[config.mk]
export PLATFORM = sky130hd
export DESIGN_NAME = if_fetch_unit_flat
export DESIGN_NICKNAME = d
export VERILOG_FILES = /design/src/rtl/if_fetch_unit_if.sv /design/src/rtl/if_fetch_unit.sv /design/src/flat_wrapper.sv
export SDC_FILE = /design/constraint.sdc
export NUM_CORES = 1
export LEC_CHECK = 0
export CORE_MARGIN = 3
export CORE_UTILIZATION = 54
export CTS_CLUSTER_DIAMETER = 200
export DETAILED_ROUTE_END_ITERATION = 8
export PLACE_DENSITY_LB_ADDON = 0.2
export SLEW_MARGIN = 10
export SYNTH_ARGS = -nofsm -noshare
export SYNTH_HDL_FRONTEND = slang
export SYNTH_SLANG_ARGS = --single-unit
[constraint.sdc]
create_clock -name clk -period 4.7 [get_ports clk]
set_input_delay 0.705 -clock clk [delete_from_list [all_inputs] [get_ports clk]]
set_output_delay 0.705 -clock clk [all_outputs]
set_load 0.02 [all_outputs]
[src/rtl/if_fetch_unit_if.sv]
// rtl/if_fetch_unit_if.sv - instruction-read port between the fetch stage and the RAM2 controller
interface if_fetch_unit_if #(
  parameter int ADDR_W = 18
);
  logic              mem_need;
  logic [ADDR_W-1:0] mem_addr;
  logic              mem_done;
  logic [15:0]       mem_data;

  modport master (
    output mem_need,
    output mem_addr,
    input  mem_done,
    input  mem_data
  );

  modport slave (
    input  mem_need,
    input  mem_addr,
    output mem_done,
    output mem_data
  );
endinterface

[src/rtl/if_fetch_unit.sv]
// rtl/if_fetch_unit.sv - instruction-fetch stage: PC, RAM2 IF-port requests, IF/ID register
// Keeps the request address frozen until the controller completes it, so stalls and redirects never retag data.
module if_fetch_unit #(
  parameter int          ADDR_W   = 18,
  parameter logic [15:0] RESET_PC = 16'h0000,
  parameter logic [15:0] NOP_INST = 16'h0800
) (
  input  logic                clk,
  input  logic                rst,
  input  logic                stall,
  input  logic                redirect_valid,
  input  logic [15:0]         redirect_pc,
  if_fetch_unit_if.master     mem,
  output logic                id_valid,
  output logic [15:0]         id_inst,
  output logic [15:0]         id_pc,
  output logic [15:0]         id_pc_plus1,
  output logic [15:0]         fetch_cnt
);

  typedef enum logic [1:0] {
    FETCH = 2'b00,
    HOLD  = 2'b01,
    FLUSH = 2'b10
  } state_t;

  state_t            state, state_n;
  logic [15:0]       pc, pc_n;
  logic [15:0]       pc_plus1;
  logic [15:0]       skid_inst, skid_n;
  logic [15:0]       pend_pc, pend_n;
  logic              id_valid_n;
  logic [15:0]       id_inst_n, id_pc_n, id_pc_plus1_n;
  logic [15:0]       cnt_n;
  logic              mem_need_q;
  logic [ADDR_W-1:0] mem_addr_q;
  logic              done;

  // A completion only counts once our own address is actually on the port.
  assign done         = mem.mem_done & mem_need_q;
  assign pc_plus1     = pc + 16'd1;
  assign mem.mem_need = mem_need_q;
  assign mem.mem_addr = mem_addr_q;

  always_ff @(posedge clk) begin
    if (!rst) begin
      state       <= FETCH;
      pc          <= RESET_PC;
      skid_inst   <= NOP_INST;
      pend_pc     <= 16'h0000;
      id_valid    <= 1'b0;
      id_inst     <= NOP_INST;
      id_pc       <= 16'h0000;
      id_pc_plus1 <= 16'h0001;
      fetch_cnt   <= 16'h0000;
      mem_need_q  <= 1'b0;
      mem_addr_q  <= '0;
    end else begin
      state       <= state_n;
      pc          <= pc_n;
      skid_inst   <= skid_n;
      pend_pc     <= pend_n;
      id_valid    <= id_valid_n;
      id_inst     <= id_inst_n;
      id_pc       <= id_pc_n;
      id_pc_plus1 <= id_pc_plus1_n;
      fetch_cnt   <= cnt_n;
      mem_need_q  <= 1'b1;
      mem_addr_q  <= {{(ADDR_W-16){1'b0}}, pc_n};
    end
  end

  always_comb begin
    state_n       = state;
    pc_n          = pc;
    skid_n        = skid_inst;
    pend_n        = pend_pc;
    id_valid_n    = id_valid;
    id_inst_n     = id_inst;
    id_pc_n       = id_pc;
    id_pc_plus1_n = id_pc_plus1;
    cnt_n         = fetch_cnt;

    case (state)
      FETCH: begin
        if (redirect_valid) begin
          id_valid_n = 1'b0;
          id_inst_n  = NOP_INST;
          // Nothing issued yet, or the issued word just completed: safe to move the address now.
          if (done || !mem_need_q) begin
            pc_n = redirect_pc;
          end else begin
            pend_n  = redirect_pc;
            state_n = FLUSH;
          end
        end else if (done && !stall) begin
          id_valid_n    = 1'b1;
          id_inst_n     = mem.mem_data;
          id_pc_n       = pc;
          id_pc_plus1_n = pc_plus1;
          cnt_n         = fetch_cnt + 16'd1;
          pc_n          = pc_plus1;
        end else if (done) begin
          skid_n  = mem.mem_data;
          state_n = HOLD;
        end else if (!stall) begin
          id_valid_n = 1'b0;
          id_inst_n  = NOP_INST;
        end
      end

      HOLD: begin
        if (redirect_valid) begin
          id_valid_n = 1'b0;
          id_inst_n  = NOP_INST;
          pc_n       = redirect_pc;
          state_n    = FETCH;
        end else if (!stall) begin
          id_valid_n    = 1'b1;
          id_inst_n     = skid_inst;
          id_pc_n       = pc;
          id_pc_plus1_n = pc_plus1;
          cnt_n         = fetch_cnt + 16'd1;
          pc_n          = pc_plus1;
          state_n       = FETCH;
        end
      end

      FLUSH: begin
        id_valid_n = 1'b0;
        id_inst_n  = NOP_INST;
        if (redirect_valid) begin
          pend_n = redirect_pc;
          if (done) begin
            pc_n    = redirect_pc;
            state_n = FETCH;
          end
        end else if (done) begin
          pc_n    = pend_pc;
          state_n = FETCH;
        end
      end

      default: begin
        state_n = FETCH;
      end
    endcase
  end

endmodule

[src/flat_wrapper.sv]
// flat-port wrapper written by rule: the top's interface ports become plain ports
module if_fetch_unit_flat 
#(
  parameter int          ADDR_W   = 18,
  parameter logic [15:0] RESET_PC = 16'h0000,
  parameter logic [15:0] NOP_INST = 16'h0800
)
  (clk, rst, stall, redirect_valid, redirect_pc, id_valid, id_inst, id_pc, id_pc_plus1, fetch_cnt, mem_mem_need, mem_mem_addr, mem_mem_done, mem_mem_data);
  if_fetch_unit_if #(.ADDR_W(ADDR_W)) mem_i ();
  input  logic clk;
  input  logic rst;
  input  logic stall;
  input  logic redirect_valid;
  input  logic [15:0] redirect_pc;
  output logic id_valid;
  output logic [15:0] id_inst;
  output logic [15:0] id_pc;
  output logic [15:0] id_pc_plus1;
  output logic [15:0] fetch_cnt;
  output wire logic [$bits(mem_i.mem_need)-1:0] mem_mem_need;
  output wire logic [$bits(mem_i.mem_addr)-1:0] mem_mem_addr;
  input wire logic [$bits(mem_i.mem_done)-1:0] mem_mem_done;
  input wire logic [$bits(mem_i.mem_data)-1:0] mem_mem_data;
  assign mem_mem_need = mem_i.mem_need;
  assign mem_mem_addr = mem_i.mem_addr;
  assign mem_i.mem_done = mem_mem_done;
  assign mem_i.mem_data = mem_mem_data;
  if_fetch_unit #(.ADDR_W(ADDR_W), .RESET_PC(RESET_PC), .NOP_INST(NOP_INST)) u_core (.clk(clk), .rst(rst), .stall(stall), .redirect_valid(redirect_valid), .redirect_pc(redirect_pc), .mem(mem_i), .id_valid(id_valid), .id_inst(id_inst), .id_pc(id_pc), .id_pc_plus1(id_pc_plus1), .fetch_cnt(fetch_cnt));
endmodule
# --- Word-level counts from Yosys, hierarchy flattened ---
# Index checks and enable logic that the tools add are counted.
totals:
  regBits: 118
  inputBits: 37
  output_inout_bits: 84
  elab_cells: 96
op_classes:
  add_sub_neg: 2
  eq_ne: 16
  n_mux: 51
  bitwise_logic: 3
  reduce_logical: 13
op_table:
  columns: ["cell", "count"]
  rows:
  - ["$mux 16", 29]
  - ["$pmux 16 s2", 4]
  - ["$pmux 16 s3", 2]
  - ["$add 16x1->16 const B", 2]
  - ["$mux 2", 7]
  - ["$ne 2x2->1 const B", 6]
  - ["$reduce_and 4->1", 3]
  - ["$reduce_and 5->1", 2]
  - ["$ne 3x3->1 const B", 3]
  - ["$mux 1", 7]
  - ["$pmux 2 s3", 1]
  - ["$ne 2x1->1 const B", 2]
  - ["$ne 4x3->1 const B", 1]
  - ["$ne 4x4->1 const B", 1]
  - ["$reduce_bool 2->1", 2]
  - ["$ne 3x2->1 const B", 1]
  - ["$pmux 1 s3", 1]
  - ["$reduce_bool 3->1", 1]
  - ["$eq 2x1->1 const B", 1]
  - ["$eq 2x2->1 const B", 1]
  - ["$logic_not 1->1", 2]
  - ["$logic_not 2->1", 1]
  - ["$not 1->1", 2]
  - ["$and 1x1->1", 1]
  - ["other kinds (2)", 2]

# --- Depth between registers and ports, before layout ---
# Gate-level depths: netlist (run 1).
depth:
  word_depth: 5
  mapped_depth: 9
  depth_no_buf: 6

# --- Worst setup path after synthesis (run 1) ---
# Ideal clock, no wire load.
synth_timing:
  kind: "input to register"
  from: "input redirect_valid"
  to: "register u_core.mem_addr_q[9], in the netlist u_core.mem.mem_addr[9]"
  setup_ps: 137
  arrival_time_ps: 1947
  required_ps: 4563
  slack_ps: 2615
  path_stages: 6
  n_path_buf: 2
  cell_sequence: "buf_2 or2_2 clkbuf_1 or4_1 nand2_1 a211oi_1"
synth_between:
  elab_chain_len: 2
  word_cells_on_any_way: 4
  classes_between: "mux: 4"
synth_lines:
  columns: ["item", "line_no", "text"]
  rows:
  - ["start: declaration", "flat_wrapper.sv:13", "input logic redirect_valid;"]
  - ["$mux 16 (on tied branches)", "if_fetch_unit.sv:132, if_fetch_unit.sv:86, if_fetch_unit.sv:113", null]
  - ["$pmux 16 s3 *", "if_fetch_unit.sv:84", "case (state)"]
  - ["end signal: assignment", "if_fetch_unit.sv:69", "mem_addr_q <= {{(ADDR_W-16){1'b0}}, pc_n};"]
  - ["end: declaration", "if_fetch_unit.sv:36", "logic [ADDR_W-1:0] mem_addr_q;"]
# Every way passes the cells marked *; elsewhere a longest branch is shown, timed or not.
# A chain may end at the register's enable or synchronous reset.

# --- Final worst setup path (run 1) ---
layout_timing:
  from: "input redirect_valid"
  to: "register u_core.mem_addr_q[13], in the netlist u_core.mem.mem_addr[13]"
# Same word-level chain as after synthesis.

==> impl_metrics.yaml, run 1 <==
status:
  status: "complete, no violations"
floorplanning:
  fp.dieH_um: 106
  rows: 35
  num_io_pins: 121
  initial_utilization_pct: 56.8
  die_w_um: 106
  dieArea_um2: 11200
  core_area_um2: 9460
sta:
  post-route-period-util_pct: 58.5
  layout_min_cycle_time_ps: 2750
  maxSlewHeadroom_pct: 22.8
  setup_tns_ps: 0
  setup_viol: 0
  tightestPinTransition_ps: 1150
  slew_violations: 0
  rsz0062_at_grt: "no"
  fin_skew_ps: 6.46
  fmax_mhz: 363
  final-hold-violation-count: 0
setup_path:
  critPathBufInv: 1
  cp-end-kind: "flop"
  cp_max_fo: 25
  crit_chain: "clkdlybuf4s50_1 > nand3b_1 > o2111ai_1 > nor2_1 > a221oi_1"
  crit_type: "primary input to flop"
  critPathMaxStageDelay_ps: 1050
  arrival_ps: 3100
  crit_family: "buffers and inverters"
  crit_path_start: "redirect_valid"
  r2r_start: "u_core.state[0]"
  worst_ep_required_time_ps: 5050
  cpMaxStageDelayCell: "clkdlybuf4s50_1"
  start_kind: "primary input"
routing:
  via_per_inst: 5.92
  vias: 5231
  wl_met1_mm: 6.01
  wire_per_inst_um: 16.8
  detail-route-antenna-nets: 0
  drt_wl_total_mm: 14.9
  wl_met2_mm: 7.42
  dr.first_iter.drc_count: 475
  wl_met3_mm: 1.02
  drt_pass1_iterations: 5
  routed.top_layer: "met4"
  drc: 0
global_routing:
  grt_pass1_vias: 4953
  grt_max_degree: 62
  grt_usage_pct: 26.7
  grt_pass1_wl_mm: 24.4
  overflow: 0
  antenna_found_initial: 0
placed_design:
  io_buffers: 118
  gp_congestion: 0.901
  place_inst: 852
  dp_hpwl_mm: 9.82
layout:
  drive_above_1_share_pct: 7.03
  antennaDiodeCount: 0
  final_cells: 883
  final_net_count: 785
  area_delta_synth_final_pct: 33.1
synthesis:
  synthArstFlopShare_pct: 0
  synth_cell_type_count: 61
  ys_ff_latch: 116
  synth-edff-count: 0
  synthCells: 651
  synth.avg_cell_area_um2: 8.25
  yosys_warnings: 0
  synth.yosys.seq_area_share_pct: 43.2
  synth-main-ff-cell: "dfxtp_1"
  netlist_area_um2: 5370
cts:
  root_buffer: "clkbuf_8"
  cts_tree: "yes"
  numCtsBuffers: 17
  path_clk_slew_ps: 60
  post_cts_buffers: 0
  h-tree-depth: 4
  cts_resized: 0
  cts-hold-fix-buffers: 0
  cts_buffer_depth: 2
  insertion_delay_ps: 510
  cts.sinks: 116
power:
  power_density_nw_per_um2: 384
  peakVddDrop_v: 0.000219
  cellLeakagePower_uw: 0.00254
run:
  max_cap_viol_count: 0
worst_hold_path:
  min_path_type: "flop to flop"
  min_from: "u_core.id_pc[11]"
final cells by class:
cell class	count	area, µm²
multi-input cells	467	2750
flip-flops and latches	116	2320
fillers	704	2310
repair buffers	125	1250
clock buffers	17	414
clock inverters	14	203
well taps	129	161
inverters	15	56.3
through the flow:
| stage | power, µW | utilization, % | hold slack [ps] | setup WS (ps) | cell area (µm²) |
|---|---|---|---|---|---|
| after floorplan | 1280 | - | 436 | 2620 | 5380 |
| after global placement | 1400 | 69.1 | 442 | 1680 | 6540 |
| after detailed placement | 1410 | 69.1 | 447 | 1560 | 6540 |
| after CTS | 2760 | 75.6 | 455 | 2090 | 7150 |
| after global routing | 2840 | 75.6 | 471 | 1840 | 7150 |
| final | 2750 | 75.6 | 453 | 1950 | 7150 |
worst paths after layout:
kind / slack (ps) / endpoint / cells after the start
worst max register to register: 2160 / u_core.mem.mem_addr[13] / 6
worst min register to register: 450 / u_core.id_pc[11] / 2
worst max-delay path: 1950 / u_core.mem.mem_addr[13] / 5
worst min-delay path: 450 / u_core.id_pc[11] / 2
power breakdown:
group	internal (µW)	total [µW]	switching, µW	leakage [µW]
registers	1020	1070	48.4	0.000943
logic	146	329	182	0.00130
clock network	866	1350	483	0.000300
total	2030	2750	714	0.00254
cells by family (layout without fill, tap and decap cells):
group	after synthesis	count (layout)	share of synthesized area, %
and+or+nand+nor	246	246	21.7
AOI/OAI and AO/OA	177	177	21.7
DFF	116	116	43.2
buffers and inverters	69	171	5.68
xor gates and xnor gates	18	18	2.93
muxes	18	18	3.38
adders and majority gates	6	6	1.40
other	1	2	0.0698
synthesized netlist by cell type (all sizes together), types with 4 or more instances:
library cell | instances | area share, %
a31oi | 7 | 0.82
dfxtp | 116 | 43
nand4 | 8 | 1.0
a21oi | 64 | 6.0
clkbuf | 30 | 2.1
nand2b | 6 | 0.70
or3 | 5 | 0.58
nor2b | 6 | 0.70
a221oi | 16 | 2.6
nand3 | 12 | 1.4
o31ai | 10 | 1.4
nor3 | 25 | 2.3
nor4 | 5 | 0.70
or4 | 7 | 1.0
nor2 | 61 | 4.4
a211oi | 13 | 1.8
inv | 15 | 1.0
o211ai | 9 | 1.3
nand2 | 97 | 6.8
ha | 6 | 1.4
buf | 24 | 2.5
xnor2 | 16 | 2.6
a311oi | 4 | 0.65
o21ai | 31 | 3.0
mux2i | 17 | 3.2
sequential cells by signal, indices dropped and copies added, names as in the netlist:
name	flops
u_core.id_pc	16
u_core.fetch_cnt	16
u_core.mem.mem_addr	16
u_core.pend_pc	16
u_core.state	2
u_core.id_inst	16
u_core.id_valid	1
u_core.id_pc_plus1	16
u_core.skid_inst	16
u_core.mem.mem_need	1
layout by cell type, fill, tap and decap left out, types with 3 or more instances in the layout:
master	netlist	routed
clkdlybuf4s50_1	0	118
dfxtp_1	116	116
nand2_1	97	97
a21oi_1	64	64
nor2_1	60	60
o21ai_0	29	28
nor3_1	25	25
mux2i_1	17	17
xnor2_1	16	16
a221oi_1	16	16
clkbuf_16	0	16
inv_1	15	14
a211oi_1	13	13
o31ai_1	10	10
nand3_1	10	10
o211ai_1	9	9
nand4_1	7	7
a31oi_1	7	7
or4_1	6	6
nor2b_1	6	6
nand2b_1	6	6
ha_1	6	6
buf_4	3	6
or3_1	5	5
nor4_1	4	4
a311oi_1	4	4
bufinv_16	0	4
clkinv_4	0	4
inv_6	0	4
o21a_1	3	3
and3b_1	3	3
and2_1	3	3
a31o_2	3	3
metal layers:
layer | vias to the layer above | GRT usage (%)
li1 | 2501 | -
met4 | 0 | 11.2
met3 | 45 | 6.86
met1 | 2469 | 32.7
met5 | - | 0
met2 | 216 | 44.5
worst register-to-register path: stages, from the launching register on:
cell and delay, ps:
dfxtp_1 360, inv_1 90, ha_1 510, a21oi_1 320, o2111ai_1 240, nor2_1 670, a221oi_1 200
No activity file was read; power rests on OpenSTA's default activity.
==> run 2, diff against run 1 <==
- CORE_UTILIZATION: 54 -> 51
- clock period: 4.7 -> 2.57 ns (I/O delays scaled with it)
==> run 2 against run 1 <==
Net effect: combinational power grew 98%; critical path type is now flop to flop; sequential cell count is the same; final area grew 2.1%; highest routed layer unchanged; hold slack gained 2.1 ps; register-to-register slack lost 1900 ps; count of clock-buffer cells in the layout is the same; global-route usage shrank 0.84 points; setup slack lost 1700 ps; via count grew 1.2%; cell count grew 2.7%.
==> impl_metrics.yaml, run 2 (synthesized netlist as in run 1, its figures left out) <==
status:
  status: "complete, no violations"
routing:
  drc: 0
  drt_pass1_iterations: 6
  detail-route-antenna-nets: 0
  vias: 5295
  dr.first_iter.drc_count: 339
  via_per_inst: 5.84
  wire_per_inst_um: 16.6
  drt_wl_total_mm: 15.1
layout:
  antennaDiodeCount: 0
  area_delta_synth_final_pct: 35.9
  layout_common_cells: "118 x clkdlybuf4s50_1, 116 x dfxtp_1, 97 x nand2_1"
  drive_above_1_share_pct: 9.43
  final_area_um2: 7300
  final_common_cell: "clkdlybuf4s50_1"
  final_net_count: 804
  fill_cells: 779
  final_cells: 907
floorplanning:
  core_area_um2: 10000
  dieArea_um2: 11800
  initial_utilization_pct: 53.7
  rows: 36
  num_io_pins: 121
  fp.dieH_um: 109
  die_w_um: 109
setup_path:
  start_kind: "flop"
  arrival_ps: 2760
  cp-end-kind: "flop"
  crit_chain: "inv_1 > ha_1 > and3_1 > o2111ai_2 > or4_1 > a21oi_1"
  critPathMaxStageDelay_ps: 530
  cpMaxStageDelayCell: "or4_1"
  cp_max_fo: 12
  crit_type: "flop to flop"
  crit_path_start: "u_core.state[1]"
  ff2ff_setup_slack_ps: 250
  r2r_start: "u_core.state[1]"
  ff2ff_path_depth: 6
  worst_ep_required_time_ps: 3020
cts:
  numCtsBuffers: 17
  cts.sinks: 116
  cts_tree: "yes"
  insertion_delay_ps: 510
  cts_buffer_depth: 2
  post_cts_buffers: 0
  cts_resized: 0
  path_clk_slew_ps: 60
  root_buffer: "clkbuf_8"
  cts-hold-fix-buffers: 0
  h-tree-depth: 4
sta:
  maxSlewHeadroom_pct: 30.8
  rsz0062_at_grt: "no"
  slew_violations: 0
  fin_skew_ps: 5.54
  post-route-period-util_pct: 90.1
  setup_viol: 0
  setup_tns_ps: 0
  layout_min_cycle_time_ps: 2320
  fmax_mhz: 432
  worst_hold_slack_ps: 455
  tightestPinTransition_ps: 1030
  final-hold-violation-count: 0
global_routing:
  grt_usage_pct: 25.8
  antenna_found_initial: 0
  grt_max_degree: 54
  grt_pass1_vias: 5070
  grt_pass1_wl_mm: 24.3
  overflow: 0
power:
  peakVddDrop_v: 0.000483
  total_power_uw: 5010
  power_density_nw_per_um2: 687
  cellLeakagePower_uw: 0.00262
placed_design:
  gp_congestion: 0.854
  place_inst: 875
  dp_hpwl_mm: 10.3
  place_area_um2: 6700
  io_buffers: 118
worst_hold_path:
  min_path_type: "flop to flop"
  holdPathStages: 2
  min_from: "u_core.id_pc[13]"
run:
  max_cap_viol_count: 0
[run 2: layout make-up]
| class | instances | area (µm²) | share of cell area (%) |
|---|---|---|---|
| Multi-Input combinational cell | 467 | 2750 | 37.6 |
| Sequential cell | 116 | 2320 | 31.8 |
| Timing Repair Buffer | 144 | 1400 | 19.2 |
| Clock buffer | 17 | 414 | 5.67 |
| Clock inverter | 15 | 193 | 2.64 |
| Tap cell | 133 | 166 | 2.28 |
| Inverter | 15 | 56.3 | 0.771 |
[run 2: power by group]
group	internal [µW]	switching (µW)	leakage [µW]
logic	293	359	0.00140
clock network	1500	919	0.000285
registers	1870	72.4	0.000943
total	3660	1350	0.00262
[run 2: worst max-delay path: cells and delay by family (launching register included)]
family	cells	cell delay, ps
fa+ha+maj	1	380
buf+inv	1	110
simple gates	2	960
compound gates	2	440
flops	1	350
[run 2: path summary, 6_finish.rpt]
kind	end
setup reg to reg	u_core.fetch_cnt[15]
hold / removal	u_core.id_pc[13]
setup / recovery	u_core.fetch_cnt[15]
hold reg to reg	u_core.id_pc[13]
[run 2: metal layers]
metal	wire length (µm)	part of all wire, %	track usage, %	vias to the layer above
li1	-	-	-	2536
met5	0	0	0	-
met3	979	6.5	5.39	47
met4	389	2.6	10.0	0
met2	7580	50	45.2	234
met1	6120	41	31.1	2478
[run 2: through the flow]
step / util [%] / setup slack, ps
5_1_grt: 73.0 / 82.9
4_1_cts: 73.0 / 239
3_5_place_dp: 67.0 / 146
2_1_floorplan: - / 568
6_report: 73.0 / 255
3_3_place_gp: 67.0 / 244
